### src/rtl/adder_arbiter.sv
// Round-robin arbiter sharing one adder between NREQ requesters over a
// valid/ack handshake; every output is registered.
module adder_arbiter #(
  parameter int unsigned NREQ = 2,
  parameter int unsigned W    = 25
) (
  input  logic              CLK,
  input  logic              RSTK,
  input  logic [NREQ-1:0]   req_valid,
  input  logic [NREQ*W-1:0] req_datain1,
  input  logic [NREQ*W-1:0] req_datain2,
  output logic [NREQ-1:0]   req_ack,
  output logic [W-1:0]      req_dataout,
  output logic              req_carryout,
  output logic [NREQ-1:0]   grant,
  output logic              busy,
  output logic [W-1:0]      Adder_datain1,
  output logic [W-1:0]      Adder_datain2,
  output logic              Adder_valid,
  input  logic [W-1:0]      Adder_dataout,
  input  logic              Adder_carryout,
  input  logic              Adder_ack
);

  localparam int unsigned PW = (NREQ > 2) ? 2 : 1;

  typedef enum logic [1:0] {
    ARB_IDLE = 2'd0,
    ARB_BUSY = 2'd1,
    ARB_DONE = 2'd2
  } arb_state_e;

  arb_state_e       state;
  logic [PW-1:0]    rr_ptr;
  logic [PW-1:0]    owner;
  logic [PW-1:0]    pick_idx;
  logic             pick_valid;

  // First asserted request after the last served index, wrapping modulo NREQ.
  always_comb begin
    pick_valid = 1'b0;
    pick_idx   = '0;
    for (int k = 1; k <= int'(NREQ); k++) begin
      if (!pick_valid && req_valid[(int'(rr_ptr) + k) % int'(NREQ)]) begin
        pick_valid = 1'b1;
        pick_idx   = PW'((int'(rr_ptr) + k) % int'(NREQ));
      end
    end
  end

  // State, pointer and all outputs in one registered process.
  always_ff @(posedge CLK) begin
    if (!RSTK) begin
      state         <= ARB_IDLE;
      rr_ptr        <= '0;
      owner         <= '0;
      req_ack       <= '0;
      req_dataout   <= '0;
      req_carryout  <= 1'b0;
      grant         <= '0;
      busy          <= 1'b0;
      Adder_valid   <= 1'b0;
      Adder_datain1 <= '0;
      Adder_datain2 <= '0;
    end else begin
      case (state)
        ARB_IDLE: begin
          if (pick_valid) begin
            Adder_datain1 <= req_datain1[int'(pick_idx)*int'(W) +: W];
            Adder_datain2 <= req_datain2[int'(pick_idx)*int'(W) +: W];
            Adder_valid   <= 1'b1;
            grant         <= NREQ'(1) << pick_idx;
            owner         <= pick_idx;
            busy          <= 1'b1;
            state         <= ARB_BUSY;
          end
        end
        ARB_BUSY: begin
          if (Adder_ack) begin
            req_dataout  <= Adder_dataout;
            req_carryout <= Adder_carryout;
            req_ack      <= grant;
            Adder_valid  <= 1'b0;
            state        <= ARB_DONE;
          end
        end
        ARB_DONE: begin
          // Hold the ack until both the owner and the adder have let go.
          if (!req_valid[owner] && !Adder_ack) begin
            req_ack <= '0;
            grant   <= '0;
            busy    <= 1'b0;
            rr_ptr  <= owner;
            state   <= ARB_IDLE;
          end
        end
        default: begin
          state <= ARB_IDLE;
        end
      endcase
    end
  end

endmodule

### config.mk
export PLATFORM = sky130hd
export DESIGN_NAME = adder_arbiter
export DESIGN_NICKNAME = d
export VERILOG_FILES = /design/src/rtl/adder_arbiter.sv
export SDC_FILE = /design/constraint.sdc
export NUM_CORES = 1
export LEC_CHECK = 0
export BUFFER_PORTS_ARGS = -buffer_cell sky130_fd_sc_hd__buf_2
export CAP_MARGIN = 20
export CORE_ASPECT_RATIO = 0.7
export CORE_MARGIN = 5
export CORE_UTILIZATION = 36
export DETAILED_ROUTE_END_ITERATION = 12
export PLACE_DENSITY = 0.72
export RECOVER_POWER = 25
export SETUP_SLACK_MARGIN = 0.3
export SLEW_MARGIN = 20
export SYNTH_ARGS = -nofsm -noshare
export SYNTH_HDL_FRONTEND = slang
export SYNTH_SLANG_ARGS = --single-unit
### constraint.sdc
create_clock -name CLK -period 2.8 [get_ports CLK]
set_clock_uncertainty 0.05 [all_clocks]
set_input_delay 0 -clock CLK [delete_from_list [all_inputs] [get_ports CLK]]
set_output_delay 0 -clock CLK [all_outputs]
set_load 0.01 [all_outputs]
==> out/summary.txt <==
Run status: finished clean
Clock share of power: 33.7%
Iter 0 DRT Violations: 201
Remaining routing DRC violations: 0
First-pass GRT wire length: 23000 um
Worst-Skew Late Latency: 0.33 ns
Initial Util: 37.3%
Post-placement worst setup slack: 0.947 ns
Via count: 4559
Detailed Route WL: 14400 um
Die width: 134 um
Clock tree buffer depth: 2
Worst slew pin tran: 0.917 ns
Fin worst setup slack: 0.436 ns
Synth Net Count: 573
Leading cell types in the layout, fill and taps excluded: buf_2, nand2_1, dlygate4sd3_1
Synth warn: 0
Final net count: 888
Final-layout fill cell count: 898
Wire length per cell: 16.1 um
Synthesized area: 0.00390 mm2
Hold Path Class: input port to flip-flop
Antenna viol nets, final: 0
Mean Syn Cell Area: 8.83 um2
Relative slew slack: 38.8%
Worst hold stages: 4
Placed Area: 0.00494 mm2
Io pins: 213
Routed vias/inst: 5.09
Core Box Area: 0.0105 mm2
Multi-input logic area: 0.00194 mm2
Final Instance Area: 0.00647 mm2
Worst path max stage delay: 0.59 ns
Total CTS buffers: 9
Distinct cell type count after synthesis: 34
Sw Share: 28.8%
Critical path class: flip-flop to flip-flop
TritonCTS clock tree: done
Seq pwr share: 40.0%
Cell Pwr Density: 547 mW/mm2
NetSw: 0.00102 W
Sink Count: 86
Slew Viols, Final: 0
CP startpoint kind: flip-flop
Die outline area: 0.0131 mm2
Hold Fails Final Rpt: 0
Placer Congestion: 0.791
CP max-delay cell: dlygate4sd3_1
Largest net degree at the start of global routing: 55
Worst reg-to-reg path cell count: 5
Setup TNS: 0 ns
Combinational Power Share: 26.3%
FF-to-FF setup slack: 0.44 ns
Critical path peak fanout: 35
Commonest non-fill, non-tap cell in the layout: buf_2
# Max-Cap Violations: 0
Dpl hpwl: 9030 um
Leak pwr: 2.82 nW
Final setup fails: 0
Initial antenna violation count: 3
WP data required: 3.02 ns
Share of layout cells above drive strength 1: 32.6%
Chip Height: 97.1 um
Worst VDD drop: 0.000265 V
Total GRT Usage: 21.5%
Clk root buf: clkbuf_16
Drt pass-1 iters: 4
Register area: 0.00172 mm2
Placed cells: 750
Design Power: 0.00354 W
Clk slew on worst S/H paths: 0.07 ns
CP bufs+invs: 2
Int Pwr: 0.00252 W
Post-CTS repair timing setup buffer count: 0
Cells after Synth: 442
Syn-to-layout area delta: 65.8%
RSZ-0062 raised after global routing: false
Crit path depth: 5
Fmax: 423 MHz
Sequential share of the synthesized area: 44.1%
CP Capture Type: flip-flop
Grt ovf: 0
Synthesized flop and latch total: 86
Tmin final: 2.36 ns
Worst path top cell family by delay: buffers and inverters
Crit share post-route: 84.4%
# rows: 31
Crit path DAT: 2.58 ns
Number of global-route vias before repair: 4766
CTS HTree Levels: 3
Fin cells: 895
Crit-path cells: a21boi_4 -> buf_4 -> nand2_1 -> a311oi_2 -> dlygate4sd3_1
Port buffer count: 212
-- cell usage after synthesis --
cell type	number	share of area [%]
nand2_1	157	15
dfxtp_1	86	44
a21oi_1	77	9.9
a311oi_2	48	18
clkbuf_1	31	3.0
buf_2	5	0.64
buf_12	4	2.1
nand3_1	3	0.38
a311oi_1	2	0.45
buf_6	2	0.58
o21a_1	2	0.38
o22ai_1	2	0.32
o31ai_1	2	0.38
a21bo_1	1	0.26
a21boi_1	1	0.19
a21boi_2	1	0.29
a22oi_1	1	0.19
and2_4	1	0.22
and3b_1	1	0.22
buf_8	1	0.38
inv_2	1	0.096
mux2_2	1	0.29
mux2i_1	1	0.26
nand3b_1	1	0.19
nand4_1	1	0.16
nor2_1	1	0.096
nor2_2	1	0.16
nor2b_1	1	0.16
nor3_1	1	0.13
nor3b_1	1	0.19
nor3b_2	1	0.32
o21ai_0	1	0.13
o2bb2ai_1	1	0.22
or2_1	1	0.16
-- power by group through the flow --
stage	registers, W	logic (W)	clock network [W]
5_1_grt	0.00143	0.00101	0.00128
2_1_floorplan	0.00148	0.000432	0
3_5_place_dp	0.00144	0.000734	0
3_3_place_gp	0.00143	0.000715	0
6_report	0.00142	0.000933	0.00119
4_1_cts	0.00141	0.000936	0.00124
-- per-stage QoR --
stage | util [%] | hold slack [ns]
after detailed placement | 47.2 | 0.198
after global placement | 47.2 | 0.190
after CTS | 62.2 | 0.104
final | 61.8 | 0.127
after global routing | 61.8 | 0.170
after floorplan | - | 0.0860
-- cell type report --
cell class | instances | share of cell area (%)
Clock buffer | 10 | 3.69
Sequential cell | 86 | 26.6
Multi-Input combinational cell | 312 | 30.0
Inverter | 1 | 0.0773
Timing Repair Buffer | 347 | 36.2
Antenna cell | 2 | 0.0773
Tap cell | 132 | 2.55
Clock inverter | 5 | 0.889
-- path summary, 6_finish.rpt --
check | from | to
setup / recovery | rr_ptr$_SDFFE_PN0P_ | Adder_datain2[1]$_SDFFE_PN0P_
hold / removal | req_valid[1] | req_ack[0]$_SDFFE_PN0P_
setup reg to reg | rr_ptr$_SDFFE_PN0P_ | Adder_datain2[1]$_SDFFE_PN0P_
hold reg to reg | busy$_SDFFE_PN0P_ | busy$_SDFFE_PN0P_
-- worst reg2reg max path: cells and delay by family, from the launching register on --
family                 cells  cell delay, ns
buffers and inverters      2            1.04
AOI/OAI and AO/OA          2            0.72
DFF                        1            0.35
and+or+nand+nor            1            0.13
-- registers in the layout, summed over array words and instances, names as in the netlist --
register and cells:
state 2, Adder_datain2 25, rr_ptr 1, Adder_datain1 25
grant 2, req_dataout 25, req_carryout 1, Adder_valid 1
owner 1, req_ack 2, busy 1
-- kinds of logic (layout without fill, tap and decap cells) --
| kind of cell | count (synthesis) | after routing | share of synthesized area, % |
|---|---|---|---|
| buf+inv | 44 | 363 | 6.73 |
| simple gates | 171 | 171 | 17.5 |
| other cells | 0 | 2 | 0 |
| flops | 86 | 86 | 44.1 |
| compound gates | 139 | 139 | 31.1 |
| mux | 2 | 2 | 0.545 |
-- per-layer routing --
metal,vias up,track usage (%),share of wire (%)
met5,-,0,0.062
met4,2,8.76,2.4
met3,34,5.64,7.5
met2,217,37.3,50
met1,2122,25.1,40
li1,2184,-,-
-- repair_timing --
item	in CTS	in global routing
setup endpoints to repair	0	15
resized for setup	0	1
endpoints found under the hold margin	84	0
hold buffers	128	0
(Power assumes the default switching activity.)
